===== src/rtl/vector_scale.sv =====
// -----------------------------------------------------------------------------
// vector_scale
//
// Multiplies a latched signed fixed-point vector by a latched signed
// fixed-point scalar, TILING lanes per cycle. Each product is arithmetically
// shifted right by FRACTION_WIDTH (floor, no rounding bias) and saturated to
// RESULT_CELL_WIDTH. Any saturated lane sets the sticky error flag for the
// current result. The output side presents the same valid/ready and sticky
// error behaviour as the downstream vector adder, so result feeds its b input.
//
// Ports:
//   clk           clock
//   rst           synchronous, active-high reset
//   vector        VECTOR_LEN packed signed elements, element i at
//                 [i*VEC_CELL_WIDTH +: VEC_CELL_WIDTH]
//   vector_valid  vector operand offered
//   vector_ready  high in IDLE; operand consumed only together with scalar
//   scalar        signed scalar, FRACTION_WIDTH fraction bits
//   scalar_valid  scalar operand offered
//   scalar_ready  high in IDLE
//   result        VECTOR_LEN packed signed elements, same packing as vector
//   result_valid  high in DONE
//   result_ready  consumer accepts result (only meaningful in DONE)
//   error         sticky saturation flag for the current result
// -----------------------------------------------------------------------------
module vector_scale #(
  parameter int VECTOR_LEN        = 5,
  parameter int VEC_CELL_WIDTH    = 8,
  parameter int SCALAR_WIDTH      = 8,
  parameter int RESULT_CELL_WIDTH = 8,
  parameter int FRACTION_WIDTH    = 4,
  parameter int TILING            = 1
) (
  input  logic                                  clk,
  input  logic                                  rst,
  input  logic [VECTOR_LEN*VEC_CELL_WIDTH-1:0]  vector,
  input  logic                                  vector_valid,
  output logic                                  vector_ready,
  input  logic [SCALAR_WIDTH-1:0]               scalar,
  input  logic                                  scalar_valid,
  output logic                                  scalar_ready,
  output logic [VECTOR_LEN*RESULT_CELL_WIDTH-1:0] result,
  output logic                                  result_valid,
  input  logic                                  result_ready,
  output logic                                  error
);

  localparam int PROD_W = VEC_CELL_WIDTH + SCALAR_WIDTH;
  // One extra bit above the wider of product and result keeps the range
  // comparison exact even if RESULT_CELL_WIDTH >= PROD_W.
  localparam int EXT_W  = ((PROD_W > RESULT_CELL_WIDTH) ? PROD_W : RESULT_CELL_WIDTH) + 1;
  localparam int CNT_W  = $clog2(VECTOR_LEN + TILING + 1);
  localparam int VEC_W  = VECTOR_LEN * VEC_CELL_WIDTH;
  localparam int RES_W  = VECTOR_LEN * RESULT_CELL_WIDTH;

  typedef enum logic [1:0] {
    IDLE = 2'd0,
    CALC = 2'd1,
    DONE = 2'd2
  } state_t;

  state_t                        state_q,  state_d;
  logic [CNT_W-1:0]              counter_q, counter_d;
  logic [VEC_W-1:0]              vec_q,    vec_d;
  logic [SCALAR_WIDTH-1:0]       scalar_q, scalar_d;
  logic [RES_W-1:0]              result_q, result_d;
  logic                          error_q,  error_d;

  int                            lane_idx;
  logic [RESULT_CELL_WIDTH:0]    lane_res;

  // Product, floor shift and saturation for one lane.
  // Returns {overflow, saturated value}.
  function automatic logic [RESULT_CELL_WIDTH:0] scale_sat(
    input logic signed [VEC_CELL_WIDTH-1:0] elem,
    input logic signed [SCALAR_WIDTH-1:0]   scl
  );
    logic signed [PROD_W-1:0] ax;
    logic signed [PROD_W-1:0] sx;
    logic signed [PROD_W-1:0] prod;
    logic signed [EXT_W-1:0]  shifted;
    logic signed [EXT_W-1:0]  max_v;
    logic signed [EXT_W-1:0]  min_v;
    logic signed [RESULT_CELL_WIDTH-1:0] max_r;
    logic signed [RESULT_CELL_WIDTH-1:0] min_r;
    ax      = PROD_W'(elem);
    sx      = PROD_W'(scl);
    prod    = ax * sx;
    shifted = EXT_W'(prod >>> FRACTION_WIDTH);
    max_v   = {{(EXT_W-RESULT_CELL_WIDTH+1){1'b0}}, {(RESULT_CELL_WIDTH-1){1'b1}}};
    min_v   = -max_v - EXT_W'(1);
    max_r   = {1'b0, {(RESULT_CELL_WIDTH-1){1'b1}}};
    min_r   = {1'b1, {(RESULT_CELL_WIDTH-1){1'b0}}};
    if (shifted > max_v) begin
      scale_sat = {1'b1, max_r};
    end else if (shifted < min_v) begin
      scale_sat = {1'b1, min_r};
    end else begin
      scale_sat = {1'b0, shifted[RESULT_CELL_WIDTH-1:0]};
    end
  endfunction

  always_comb begin
    state_d   = state_q;
    counter_d = counter_q;
    vec_d     = vec_q;
    scalar_d  = scalar_q;
    result_d  = result_q;
    error_d   = error_q;
    lane_idx  = 0;
    lane_res  = '0;

    case (state_q)
      IDLE: begin
        // Both operands must arrive together; a lone valid is left pending.
        if (vector_valid && scalar_valid) begin
          vec_d     = vector;
          scalar_d  = scalar;
          counter_d = '0;
          result_d  = '0;
          error_d   = 1'b0;
          state_d   = CALC;
        end
      end

      CALC: begin
        for (int j = 0; j < TILING; j++) begin
          lane_idx = int'(counter_q) + j;
          // Lanes past the end of the vector are phantom: no write, no error.
          if (lane_idx < VECTOR_LEN) begin
            lane_res = scale_sat(vec_q[lane_idx*VEC_CELL_WIDTH +: VEC_CELL_WIDTH],
                                 scalar_q);
            result_d[lane_idx*RESULT_CELL_WIDTH +: RESULT_CELL_WIDTH] =
              lane_res[RESULT_CELL_WIDTH-1:0];
            if (lane_res[RESULT_CELL_WIDTH]) begin
              error_d = 1'b1;
            end
          end
        end
        counter_d = counter_q + CNT_W'(TILING);
        // Decided on the pre-increment count: this cycle covers the last lanes.
        if (int'(counter_q) >= VECTOR_LEN - TILING) begin
          state_d = DONE;
        end
      end

      DONE: begin
        if (result_ready) begin
          state_d = IDLE;
        end
      end

      default: begin
        state_d = IDLE;
      end
    endcase
  end

  // Control and output registers
  always_ff @(posedge clk) begin
    if (rst) begin
      state_q   <= IDLE;
      counter_q <= '0;
      result_q  <= '0;
      error_q   <= 1'b0;
    end else begin
      state_q   <= state_d;
      counter_q <= counter_d;
      result_q  <= result_d;
      error_q   <= error_d;
    end
  end

  // Operand holding registers
  always_ff @(posedge clk) begin
    vec_q    <= vec_d;
    scalar_q <= scalar_d;
  end

  assign vector_ready = (state_q == IDLE);
  assign scalar_ready = (state_q == IDLE);
  assign result_valid = (state_q == DONE);
  assign result       = result_q;
  assign error        = error_q;

endmodule

===== config.mk =====
export PLATFORM = sky130hd
export DESIGN_NAME = vector_scale
export DESIGN_NICKNAME = d
export VERILOG_FILES = /design/src/rtl/vector_scale.sv
export SDC_FILE = /design/constraint.sdc
export NUM_CORES = 1
export LEC_CHECK = 0
export CORE_ASPECT_RATIO = 1.2
export CORE_MARGIN = 1.5
export CORE_UTILIZATION = 60
export CTS_CLUSTER_SIZE = 24
export DETAILED_ROUTE_END_ITERATION = 10
export PLACE_DENSITY = 0.87
export SLEW_MARGIN = 5
export SYNTH_ARGS = -nofsm -noshare
export SYNTH_HDL_FRONTEND = slang
export SYNTH_SLANG_ARGS = --single-unit

===== constraint.sdc =====
create_clock -name clk -period 16.3 [get_ports clk]
set_input_delay 4.89 -clock clk [delete_from_list [all_inputs] [get_ports clk]]
set_output_delay 4.89 -clock clk [all_outputs]
set_load 0.005 [all_outputs]

==> impl_metrics.xml <==
<?xml version="1.0" encoding="UTF-8"?>
<metrics>
  <group name="clock_network">
    <metric name="htree_levels" unit="">3</metric>
    <metric name="cts_num_sinks" unit="">94</metric>
    <metric name="postCtsResizedCells" unit="">0</metric>
    <metric name="numCtsBuffers" unit="">9</metric>
    <metric name="clock_tree_from_tritoncts" unit="">done</metric>
    <metric name="ctsRootBufferMaster" unit="">clkbuf_16</metric>
    <metric name="cts_hold_repair.buffers" unit="">0</metric>
    <metric name="clock_insertion_delay_worst_skew" unit="ns">0.35</metric>
    <metric name="clk_path_buf_depth" unit="">2</metric>
    <metric name="worst_setup_hold_path_clk_slew" unit="ns">0.07</metric>
    <metric name="post_cts_setup_repair_bufs" unit="">0</metric>
  </group>
  <group name="detailed_routing">
    <metric name="detail_route.wl_per_cell" unit="um">18.0</metric>
    <metric name="initialDrtViolationCount" unit="">393</metric>
    <metric name="via_per_inst" unit="">6.03</metric>
    <metric name="drc" unit="">0</metric>
    <metric name="remaining_antenna_violation_count_after_routing" unit="">0</metric>
    <metric name="vias" unit="">5094</metric>
    <metric name="detail_route.wirelength" unit="mm">15.2</metric>
    <metric name="firstDrtPassIters" unit="">6</metric>
  </group>
  <group name="global_route">
    <metric name="maximum_number_of_pins_on_one_net_before_global_route_repair" unit="">49</metric>
    <metric name="track_usage" unit="">0.284</metric>
    <metric name="antenna_violations_before_repair" unit="">0</metric>
    <metric name="grt.overflow.total" unit="">0</metric>
    <metric name="first_pass_grt_wire_length" unit="mm">25.5</metric>
    <metric name="first_global_vias" unit="">5370</metric>
  </group>
  <group name="synth">
    <metric name="mappedNetlistNets" unit="">755</metric>
    <metric name="synth-simple-area-share" unit="">0.154</metric>
    <metric name="synthArstFlopShare" unit="">0</metric>
    <metric name="netlist-cell-type-count" unit="">57</metric>
    <metric name="yosysTopAreaCellShare" unit="">0.224</metric>
    <metric name="yosys.area.top_type" unit="">edfxtp_1</metric>
    <metric name="yosys.area_share.xor_xnor" unit="">0.0177</metric>
    <metric name="synth_compound_gate_area_share" unit="">0.136</metric>
    <metric name="synth.area.mux_share" unit="">0.0347</metric>
    <metric name="synth-seq-cells" unit="">94</metric>
    <metric name="seq_area_frac_synth" unit="">0.366</metric>
    <metric name="syn_avg_cell_area" unit="sq um">10.4</metric>
    <metric name="yosysWarningCount" unit="">0</metric>
    <metric name="postSynth.topFlopCell" unit="">edfxtp_1</metric>
    <metric name="ys_top_cells_by_area" unit="">edfxtp_1, fa_1, dfxtp_1, ha_1, inv_1</metric>
    <metric name="synth_cells" unit="">617</metric>
    <metric name="synth_adder_area_share" unit="">0.228</metric>
    <metric name="syn_area" unit="sq um">6450</metric>
    <metric name="synth-edff-count" unit="">48</metric>
    <metric name="main_combinational_cell_family_by_area_after_synthesis" unit="">adder cells</metric>
  </group>
  <group name="worst_setup_path">
    <metric name="worstReg2RegEnd" unit="">result[20]</metric>
    <metric name="cpPeakStageDelay" unit="ns">0.90</metric>
    <metric name="reg2reg_setup_slack" unit="ns">8.98</metric>
    <metric name="worst_path_dominant_cell_family" unit="">adder cells</metric>
    <metric name="cp.arrival" unit="ns">7.55</metric>
    <metric name="required" unit="ns">16.53</metric>
    <metric name="path_common_cell" unit="">inv_1</metric>
    <metric name="worst_r2r_path_cells" unit="">21</metric>
    <metric name="timing.critical_path.cells" unit="">nor2_1 -&gt; and3_1 -&gt; a21oi_1 -&gt; nand2b_1 -&gt; inv_1 -&gt; fa_1 -&gt; inv_1 -&gt; fa_1 -&gt; inv_1 -&gt; fa_1 -&gt; inv_1 -&gt; fa_1 -&gt; inv_1 -&gt; ha_1 -&gt; a211oi_1 -&gt; o211ai_1 -&gt; a21boi_0 -&gt; a32oi_1 -&gt; nor3_2 -&gt; nand2_1 -&gt; a22o_1</metric>
    <metric name="r2r-start" unit="">counter_q[0]</metric>
    <metric name="cp_slowest_cell" unit="">dfxtp_1</metric>
    <metric name="setup.worst_path.class" unit="">flop to flop</metric>
    <metric name="critPathLaunchType" unit="">flop</metric>
    <metric name="critical_path_buf_inv_count" unit="">5</metric>
    <metric name="cp_num_cells" unit="">21</metric>
    <metric name="setup.worst_path.end_class" unit="">flop</metric>
    <metric name="critical_path_peak_fanout" unit="">18</metric>
  </group>
  <group name="sta">
    <metric name="finalSetupViolCount" unit="">0</metric>
    <metric name="clock-skew-final" unit="ns">0.00992</metric>
    <metric name="setup-tns-final" unit="ns">0</metric>
    <metric name="fmax" unit="MHz">137</metric>
    <metric name="period_minus_slack" unit="ns">7.32</metric>
    <metric name="setup_repair_after_global_routing_missed_its_margin" unit="">false</metric>
    <metric name="tightestPinTransition" unit="ns">0.994</metric>
    <metric name="maxSlewHeadroom" unit="">0.337</metric>
    <metric name="final_hold_viol_count" unit="">0</metric>
    <metric name="final.period_utilization" unit="">0.449</metric>
    <metric name="slew_violations" unit="">0</metric>
  </group>
  <group name="final_layout">
    <metric name="multi_input_comb_area" unit="sq um">3670</metric>
    <metric name="area.sequential" unit="sq um">2360</metric>
    <metric name="fill_cell_total_of_the_finished_layout" unit="">720</metric>
    <metric name="post_route_cell_area" unit="sq um">7800</metric>
    <metric name="antenna_cells" unit="">0</metric>
    <metric name="layout-area-overhead-vs-synth" unit="%">21.0</metric>
    <metric name="fraction_of_layout_instances_using_a_drive_strength_above_1" unit="">0.0587</metric>
    <metric name="nets" unit="">849</metric>
  </group>
  <group name="floorplanning">
    <metric name="initial_utilization" unit="">0.616</metric>
    <metric name="placeableCoreArea" unit="sq um">10500</metric>
    <metric name="row_count" unit="">41</metric>
    <metric name="die_w" unit="um">97.6</metric>
    <metric name="num_ports" unit="">97</metric>
    <metric name="die_y" unit="um">117</metric>
    <metric name="fp.dieArea" unit="sq um">11400</metric>
  </group>
  <group name="min_path">
    <metric name="path_class_of_the_lowest_slack_min_delay_path" unit="">flop to flop</metric>
    <metric name="worstHoldPathCells" unit="">2</metric>
    <metric name="hold_path.startpoint" unit="">result[30]</metric>
    <metric name="worstHoldEndpoint" unit="">result[30]</metric>
  </group>
  <group name="placed_design">
    <metric name="gp_routability_congestion" unit="">0.925</metric>
    <metric name="dpl-instance-area" unit="sq um">7500</metric>
    <metric name="detailed_place_hpwl" unit="mm">11.3</metric>
    <metric name="port_buffers" unit="">96</metric>
  </group>
  <group name="outcome">
    <metric name="run_status" unit="">finished, final reports clean</metric>
  </group>
  <group name="power">
    <metric name="power.leakage" unit="nW">3.13</metric>
    <metric name="totalPowerFinal" unit="mW">1.32</metric>
    <metric name="vdd_drop_max" unit="uV">120</metric>
    <metric name="power.density" unit="nW/um^2">169</metric>
  </group>
  <group name="job">
    <metric name="max_cap_viol" unit="">0</metric>
  </group>
</metrics>
==> synthesized netlist by cell type, drive strengths merged, types with 2 or more instances <==
cell,n
a32oi,2
ha,31
inv,90
nor2b,46
a211oi,6
nor4,2
o211ai,2
and2,12
xnor2,9
nor3,8
clkbuf,5
mux4,8
edfxtp,48
nor2,29
or3,2
o21ai,40
and3,9
nand2,35
nand3,18
a31oi,2
a22oi,7
nand2b,14
o21a,6
mux2,3
a22o,25
a21o,5
dfxtp,46
a21oi,24
fa,54
nor4b,3
xor2,4
buf,8
==> cell type report <==
type	count	share of cell area
flip-flops and latches	94	0.303
multi-input cells	420	0.471
clock inverters	6	0.00658
clock buffers	10	0.0321
repair buffers	96	0.123
inverters	90	0.0433
well taps	129	0.0207
==> report_power, final <==
part	switching (mW)	total (mW)	leakage (nW)	internal (mW)
combinational	0.520	0.832	2.16	0.313
clock	0.0949	0.210	0.152	0.115
sequential	0.0104	0.274	0.819	0.264
total	0.625	1.32	3.13	0.692
==> routing by layer <==
| metal | up-vias | global-route usage | wire length [um] |
|---|---|---|---|
| met1 | 2520 | 0.331 | 5780 |
| met3 | 49 | 0.0521 | 885 |
| met5 | - | 0 | 0 |
| met2 | 228 | 0.521 | 8030 |
| met4 | 0 | 0.119 | 471 |
| li1 | 2297 | - | - |
==> worst min-delay path, delay by kind of cell (launching register included) <==
family	cells	cell delay (ns)
simple gates	1	0.04
flops	1	0.33
compound gates	1	0.06
==> flip-flops by register name, indices dropped and copies added (netlist names) <==
register	flops
counter_q	3
result	40
scalar_q	8
vec_q	40
state_q	2
error	1
==> metrics by stage <==
stage	hold WS (ns)	cells	utilization	setup WS, ns
final	0.462	845	0.745	8.98
after global routing	0.496	845	0.745	8.43
after CTS	0.464	845	0.745	9.06
after detailed placement	0.448	829	0.716	9.06
after global placement	0.451	829	0.716	9.09
after floorplan	0.449	617	-	9.78
==> layout by cell type, fill, tap and decap left out, types with 14 or more instances in the layout <==
master / instances
fa_1: 54
nand3_1: 17
nor2b_1: 46
clkdlybuf4s50_1: 96
edfxtp_1: 48
a22o_1: 25
o21ai_0: 36
nand2b_1: 14
ha_1: 31
inv_1: 89
a21oi_1: 21
nand2_1: 35
nor2_1: 29
dfxtp_1: 46
==> worst max-delay path by stage <==
stage                  from  slack (ns)          end
3_3_place_gp            rst        9.09   result[38]
5_1_grt        counter_q[0]        8.43   result[20]
3_5_place_dp   counter_q[0]        9.06   result[35]
4_1_cts        counter_q[0]        9.06   result[35]
6_report       counter_q[0]        8.98   result[20]
2_1_floorplan  vector_valid        9.78  scalar_q[0]
==> kinds of logic after synthesis <==
kind of cell | Yosys count
AO/OA/AOI/OAI | 127
buffers and inverters | 103
adder cells (fa/ha/maj) | 85
multiplexers | 12
AND/OR/NAND/NOR | 183
flip-flops | 94
XOR/XNOR | 13
Note: power is estimated with default switching activity, not from simulation.
